<file path="config.mk">
export PLATFORM = sky130hd
export DESIGN_NAME = seq_index_prefix
export DESIGN_NICKNAME = d
export VERILOG_FILES = /design/src/rtl/seq_index_prefix.sv
export SDC_FILE = /design/constraint.sdc
export NUM_CORES = 1
export LEC_CHECK = 0
export ABC_CLOCK_PERIOD_IN_PS = 3000
export CORE_ASPECT_RATIO = 1.5
export CORE_MARGIN = 2
export CORE_UTILIZATION = 50
export CTS_BUF_LIST = sky130_fd_sc_hd__clkbuf_16
export DETAILED_ROUTE_END_ITERATION = 8
export PLACE_DENSITY = 0.9
export SLEW_MARGIN = 10
export SYNTH_ARGS = -nofsm -noshare
export SYNTH_HDL_FRONTEND = slang
export SYNTH_SLANG_ARGS = --single-unit
</file>
<file path="constraint.sdc">
create_clock -name clock -period 3 [get_ports clock]
set_clock_uncertainty 0.15 [all_clocks]
set_input_delay 0.9 -clock clock [delete_from_list [all_inputs] [get_ports clock]]
set_output_delay 0.9 -clock clock [all_outputs]
set_load 0.02 [all_outputs]
</file>
<file path="src/rtl/seq_index_prefix.sv">
// Sequencer for the DD/FD-prefixed (IX/IY) decoder: prefix mode, opcode latch, XPT phase and displacement.
// Optional XPT watchdog is enabled by defining SEQ_XPT_WATCHDOG_EN; otherwise XPT wraps and xpt_fault is 0.
module seq_index_prefix #(
  parameter int unsigned XPT_WIDTH  = 5,
  parameter int unsigned DISP_WIDTH = 16,
  parameter logic [7:0]  PREFIX_X   = 8'hDD,
  parameter logic [7:0]  PREFIX_Y   = 8'hFD
) (
  input  logic                  clock,
  input  logic                  not_reset,
  input  logic                  fetch_valid,
  input  logic [7:0]            fetch_byte,
  input  logic                  mem_ready,
  input  logic                  disp_load,
  input  logic                  PR_Reset_XPT,
  input  logic                  P2_Reset_XIX,
  input  logic                  P2_Reset_XIY,
  input  logic                  P2_Set_CM1,
  output logic                  not_enable,
  output logic                  is_Y,
  output logic [XPT_WIDTH-1:0]  XPT,
  output logic [XPT_WIDTH-1:0]  notXPT,
  output logic [7:0]            Source,
  output logic [7:0]            notSource,
  output logic [DISP_WIDTH-1:0] disp,
  output logic                  prefix_active,
  output logic                  xpt_fault
);

  typedef enum logic [1:0] {
    IDLE = 2'd0,
    PFX  = 2'd1,
    EXEC = 2'd2
  } state_e;

  localparam logic [XPT_WIDTH-1:0] XPT_ONE = {{(XPT_WIDTH-1){1'b0}}, 1'b1};

  state_e                stateQ, stateD;
  logic                  isYQ, isYD;
  logic [XPT_WIDTH-1:0]  xptQ, xptD;
  logic [XPT_WIDTH-1:0]  notXptQ;
  logic [7:0]            sourceQ, sourceD;
  logic [7:0]            notSourceQ;
  logic [DISP_WIDTH-1:0] dispQ, dispD;
  logic                  notEnableQ;
  logic                  prefixActiveQ;
  logic                  faultD;

  logic                  isPrefixByte;
  logic                  endRequest;
  logic [DISP_WIDTH-1:0] dispExtended;

  assign isPrefixByte = (fetch_byte == PREFIX_X) || (fetch_byte == PREFIX_Y);
  // Only the reset request for the mode we are actually in ends the instruction.
  assign endRequest   = (P2_Reset_XIX && !isYQ) || (P2_Reset_XIY && isYQ);
  assign dispExtended = {{(DISP_WIDTH-8){fetch_byte[7]}}, fetch_byte};

`ifdef SEQ_XPT_WATCHDOG_EN
  localparam logic [XPT_WIDTH-1:0] XPT_MAX = {XPT_WIDTH{1'b1}};
`endif

  always_comb begin
    stateD  = stateQ;
    isYD    = isYQ;
    xptD    = xptQ;
    sourceD = sourceQ;
    dispD   = dispQ;
    faultD  = 1'b0;

    case (stateQ)
      IDLE: begin
        if (fetch_valid && isPrefixByte) begin
          stateD = PFX;
          isYD   = (fetch_byte == PREFIX_Y);
          dispD  = '0;
        end
      end

      PFX: begin
        if (fetch_valid) begin
          if (isPrefixByte) begin
            isYD = (fetch_byte == PREFIX_Y);
          end else begin
            stateD  = EXEC;
            sourceD = fetch_byte;
            xptD    = '0;
          end
        end
      end

      EXEC: begin
        if (disp_load && fetch_valid) begin
          dispD = dispExtended;
        end
        if (endRequest) begin
          stateD = IDLE;
          xptD   = '0;
        end else if (P2_Set_CM1) begin
          stateD = PFX;
          xptD   = '0;
        end else if (PR_Reset_XPT) begin
          xptD = '0;
        end else if (mem_ready) begin
`ifdef SEQ_XPT_WATCHDOG_EN
          if (xptQ == XPT_MAX) begin
            stateD = IDLE;
            xptD   = '0;
            faultD = 1'b1;
          end else begin
            xptD = xptQ + XPT_ONE;
          end
`else
          xptD = xptQ + XPT_ONE;
`endif
        end
      end

      default: begin
        stateD = IDLE;
        xptD   = '0;
      end
    endcase
  end

  // Decoder-facing outputs are derived from next state so every output is a flop.
  always_ff @(posedge clock or negedge not_reset) begin
    if (!not_reset) begin
      stateQ        <= IDLE;
      isYQ          <= 1'b0;
      xptQ          <= '0;
      notXptQ       <= '1;
      sourceQ       <= 8'h00;
      notSourceQ    <= 8'hFF;
      dispQ         <= '0;
      notEnableQ    <= 1'b1;
      prefixActiveQ <= 1'b0;
    end else begin
      stateQ        <= stateD;
      isYQ          <= isYD;
      xptQ          <= xptD;
      notXptQ       <= ~xptD;
      sourceQ       <= sourceD;
      notSourceQ    <= ~sourceD;
      dispQ         <= dispD;
      notEnableQ    <= (stateD != EXEC);
      prefixActiveQ <= (stateD != IDLE);
    end
  end

`ifdef SEQ_XPT_WATCHDOG_EN
  logic faultQ;

  always_ff @(posedge clock or negedge not_reset) begin
    if (!not_reset) begin
      faultQ <= 1'b0;
    end else begin
      faultQ <= faultD;
    end
  end

  assign xpt_fault = faultQ;
`else
  logic unusedFault;
  assign unusedFault = faultD;
  assign xpt_fault   = 1'b0;
`endif

  assign not_enable    = notEnableQ;
  assign is_Y          = isYQ;
  assign XPT           = xptQ;
  assign notXPT        = notXptQ;
  assign Source        = sourceQ;
  assign notSource     = notSourceQ;
  assign disp          = dispQ;
  assign prefix_active = prefixActiveQ;

endmodule
</file>
==> impl_metrics.toml, run 1 <==
[timing]
hold_viol = 0
rsz0062_at_grt = "no"
tightestPinTransition_ns = 0.8069
period_needed_ns = 2.537
final-setup-viol-count = 0
fin_setup_tns_ns = 0
timing.final.crit_share = 0.8455
max_freq_mhz = 394.2
holdWs_ns = 0.2886
slew_viol_final = 0
slew_headroom = 0.4621

[power_and_ir_drop]
irDropWorstVdd_mv = 0.5153
pwr-share-comb = 0.204
power_w = 0.001405
power_density_mw_per_mm2 = 519.0
p_clk_frac = 0.353
cellInternalPower_w = 0.001035
leakage_nw = 1.228
pwr-share-seq = 0.443
p_switching_w = 0.0003697
swShare = 0.2631

[clocking]
numCtsBuffers = 5
cts_tree = "yes"
holdBufCountCts = 0
cts_sinks = 39
clkLatencyLatePin_ns = 0.28
cts_resized = 0
clk_pin_slew_ns = 0.05
cts.path.max_buffers = 2
htree_levels = 2
cts-root-buf = "clkbuf_16"
post-cts-setup-buffers = 0

[finish]
nets = 249
drive_gt1_frac = 0.1466
layout_commonest_cell = "clkdlybuf4s50_1"
fin_cells = 277
n_antenna_cell = 0
fillers = 279
utilization = 0.7026
layout.cells.most_common_list = "clkdlybuf4s50_1, dfrtp_1, dfstp_2"
area_growth_syn_to_layout_pct = 37.22

[min_path]
worstHoldPathCells = 1
hold_path.class = "reg2reg"

[die]
die_area_mm2 = 0.004475
rows = 28
io_pins = 63
fp.coreArea_mm2 = 0.003854
die_w_um = 55.29
die_h_um = 80.94
start_util = 0.5120

[worst_setup_path]
path_buf_inv = 1
cp-end-kind = "output pin"
cp.required_ns = 1.95
path_max_fanout = 12
cpPeakStageDelay_ns = 0.68
cp.depth = 1
critPathKind = "reg2out"
critPathSlowestCell = "clkdlybuf4s50_1"
worstPathCellList = "clkdlybuf4s50_1"
cp-start-kind = "flip-flop"
rr_worst_depth = 3
path_delay_family = "buffers and inverters"
crit_arrival_ns = 1.49

[outcome]
status = "completed"

[place]
place_inst = 269
place.gp.congestion = 0.8122
io_buffers = 61
hpwl_um = 2977

[logic_synthesis]
yosys_register_bits = 39
yosys_warnings = 0
ys_types = 42
postSynth.asyncResetShare = 1.000
syn_area_mm2 = 0.001973
syn-num-nets = 195
synth.avg_cell_area_um2 = 11.15
synthCells = 177
synth_edf_count = 0
synth-seq-area-share = 0.5035
synth_flop_cell = "dfrtp_1"

[global_route]
grt_max_degree = 40
grt_pass1_wl_um = 7051
grt_pass1_vias = 1467
grt_usage = 0.2011
grt_remaining_overflow = 0
antenna_found_initial = 0

[detailed_routing]
drtIter0Drc = 40
drcViolationCount = 0
met2_length_um = 2149
routed-wl-met3_um = 204
wl_per_cell_um = 15.10
via_per_inst = 5.773
top_layer = "met4"
wl_met1_um = 1759
vias = 1599
ant_nets = 0
wl_um = 4183
drt_first_pass_iters = 4

[flow_run]
maxCapViolations = 0
final timing paths:
kind,start,end,slack (ns)
setup / recovery,disp[14],disp[14],0.46
hold / removal,Source[0],notSource[0],0.29
setup reg to reg,stateQ[1],notXPT[1],0.82
hold reg to reg,Source[0],notSource[0],0.29
max in group asynchronous,not_reset,prefix_active,1.63
min in group asynchronous,not_reset,Source[5],0.56
through the flow:
stage	setup WS, ns	cell area [um2]
4_1_cts	0.4421	2708
5_1_grt	0.4035	2708
2_1_floorplan	0.7048	1973
3_5_place_dp	0.2052	2570
3_3_place_gp	0.2558	2570
6_report	0.4634	2708
registers in the layout (all words and copies together), names as in the netlist:
signal and cells:
is_Y 1, Source 8, prefix_active 1, XPT 5
not_enable 1, disp 8, notXPT 5, stateQ 2
notSource 8
routing by layer:
metal | vias up | GRT usage
met5 | - | 0
met4 | 0 | 0.08293
met3 | 6 | 0.04140
met2 | 53 | 0.3429
met1 | 778 | 0.2492
li1 | 762 | -
area by class of cell:
type | instances | area (um2) | area share
repair buffers | 64 | 640.6 | 0.2366
clock buffers | 5 | 125.1 | 0.04621
well taps | 45 | 56.30 | 0.02079
flip-flops and latches | 39 | 993.5 | 0.3669
inverters | 9 | 33.78 | 0.01248
multi-input cells | 112 | 845.8 | 0.3124
clock inverters | 3 | 12.51 | 0.004621
power groups by stage:
stage	clock [W]	combinational, W	sequential, W
floorplan	0	0.0000758	0.000689
CTS	0.000504	0.000289	0.000623
finish	0.000496	0.000286	0.000623
detailed placement	0	0.000287	0.000629
global placement	0	0.000282	0.000629
global route	0.000521	0.000307	0.000629
logic make-up (layout without fill, tap and decap cells):
kind of cell,Yosys count,count (layout),share of synthesized area
other cells,1,1,0.001901
mux,17,17,0.09195
compound gates,39,39,0.1465
simple gates,54,54,0.1820
flops,39,39,0.5035
fa+ha+maj,1,1,0.006340
buf+inv,26,81,0.06784
cells in the mapped netlist, types with 2 or more instances:
cell type / number / area share
nand3b_1: 2 / 0.0076
nor2b_1: 10 / 0.032
nand2_1: 11 / 0.021
dfstp_2: 14 / 0.19
o311ai_0: 8 / 0.036
inv_1: 9 / 0.017
mux2_2: 9 / 0.051
a22o_1: 2 / 0.0089
nand4_1: 3 / 0.0095
and2_1: 3 / 0.0095
a221o_1: 4 / 0.020
nor2_1: 2 / 0.0038
a221oi_1: 4 / 0.018
a22oi_1: 2 / 0.0076
a21oi_1: 4 / 0.010
o211ai_1: 2 / 0.0076
and4b_1: 9 / 0.046
nor4_1: 3 / 0.0095
dfrtp_1: 25 / 0.32
o21ai_0: 10 / 0.025
clkbuf_1: 5 / 0.0095
mux2i_1: 8 / 0.041
buf_4: 9 / 0.034
(Power assumes the default switching activity.)
==> inputs of run 2 (changes only) <==
Settings changed: ABC_CLOCK_PERIOD_IN_PS 3000 to 2600, CORE_UTILIZATION 50 to 46, PLACE_DENSITY 0.9 to 0.85.
Clock period 3 ns to 2.6 ns, I/O delays scaled along.
==> impl_metrics.toml, run 2 (synthesized netlist as in run 1, its figures left out) <==
[outcome]
status = "completed"

[timing]
slew_viol_final = 0
hold_viol = 0
period_needed_ns = 2.417
timing.final.crit_share = 0.9298
rsz0062_at_grt = "no"
final-setup-viol-count = 0
worst_slack_ns = 0.1826
max_freq_mhz = 413.7

[clocking]
clkLatencyLatePin_ns = 0.28
cts-root-buf = "clkbuf_16"
cts.path.max_buffers = 2
cts_tree = "yes"
holdBufCountCts = 0
post-cts-setup-buffers = 0
cts_resized = 0
cts_sinks = 39
clk_pin_slew_ns = 0.05
htree_levels = 2
numCtsBuffers = 5

[die]
io_pins = 63
die_h_um = 84.22
fp.coreArea_mm2 = 0.004173
die_area_mm2 = 0.004840
start_util = 0.4729
die_w_um = 57.48
rows = 29

[finish]
layout_commonest_cell = "clkdlybuf4s50_1"
fin_area_mm2 = 0.002780
n_antenna_cell = 0
drive_gt1_frac = 0.1826
fin_cells = 287
area_growth_syn_to_layout_pct = 40.90
nets = 258
layout.cells.most_common_list = "clkdlybuf4s50_1, dfrtp_1, dfstp_2"

[global_route]
grt_pass1_vias = 1634
antenna_found_initial = 0
grt_pass1_wl_um = 7596
grt_usage = 0.2004
grt_remaining_overflow = 0
grt_max_degree = 40

[place]
dp_slack_ns = -0.09935
place.gp.congestion = 0.7663
hpwl_um = 3314
place_inst = 279
placed_cell_area_mm2 = 0.002639
io_buffers = 61

[power_and_ir_drop]
leakage_nw = 1.266
power_w = 0.001641
irDropWorstVdd_mv = 0.5305
power_density_mw_per_mm2 = 590.3

[min_path]
holdPathEnd = "notSource[5]"
worstHoldPathCells = 1
min_from = "Source[5]"
hold_path.class = "reg2reg"

[worst_setup_path]
rr_worst_depth = 4
rr_startpoint = "stateQ[0]"
path_max_fanout = 5
critPathKind = "in2reg"
reg2reg_slack_ns = 0.50
r2r-end = "XPT[4]"
cp-start-kind = "primary input"
crit_arrival_ns = 2.48
cp.required_ns = 2.66
cp-end-kind = "flip-flop"

[detailed_routing]
drcViolationCount = 0
ant_nets = 0
wl_per_cell_um = 15.97
wl_um = 4583
vias = 1662
drt_first_pass_iters = 4
via_per_inst = 5.791
drtIter0Drc = 83

[flow_run]
maxCapViolations = 0
-- run 2: cell count changes in the layout (fill, tap and decap cells not counted), sizes merged --
cell | previous run | this run
clkinvlp | 0 | 1
buf | 4 | 13
inv | 11 | 10
-- run 2: area by class of cell --
class / instances / area, um2
well taps: 46 / 57.56
clock inverters: 3 / 16.27
clock buffers: 5 / 125.1
multi-input cells: 112 / 845.8
fillers: 332 / 1393
flip-flops and latches: 39 / 993.5
inverters: 9 / 33.78
repair buffers: 73 / 708.2
-- run 2: layer usage --
layer | GRT usage | vias to the layer above | part of all wire | routed length (um)
met5 | 0 | - | 0 | 0
met4 | 0.08245 | 0 | 0.024 | 111
met3 | 0.04160 | 12 | 0.047 | 215
met2 | 0.3461 | 54 | 0.53 | 2409
met1 | 0.2367 | 814 | 0.40 | 1846
li1 | - | 782 | - | -
-- run 2: how the worst max path moves through the flow --
stage / start / slack, ns / to / cells after the start
after floorplan: P2_Set_CM1 / 0.42 / notXPT[1] / 4
after global placement: P2_Set_CM1 / 0.03 / XPT[0] / 5
after detailed placement: P2_Set_CM1 / -0.1 / XPT[4] / 5
after CTS: P2_Set_CM1 / 0.20 / XPT[4] / 5
after global routing: P2_Set_CM1 / 0.1 / XPT[4] / 5
final: P2_Set_CM1 / 0.18 / XPT[4] / 5
-- run 2: where the power goes --
part	internal, W	switching (W)
combinational	0.000172	0.000170
sequential	0.000682	0.0000364
clock	0.000350	0.000231
total	0.00120	0.000438
-- run 2: metrics by stage --
step                      hold WS, ns  setup TNS, ns    util
after floorplan                0.3344              0       -
after global placement         0.2706              0  0.6324
after detailed placement       0.2869        -0.2124  0.6324
after CTS                      0.2932              0  0.6663
after global routing           0.3064              0  0.6663
final                          0.2903              0  0.6663
-- run 2: critical path, cell delays in order --
cell and delay, ns:
clkdlybuf4s50_1 0.42, or4b_1 0.54, buf_4 0.18, nor4_1 0.36, a221o_1 0.20
==> inputs of run 3 (changes only) <==
Settings changed: TNS_END_PERCENT from default to 1.
==> results of run 3 <==
Same layout as run 2: the final DEF is identical, and so are final timing and power.
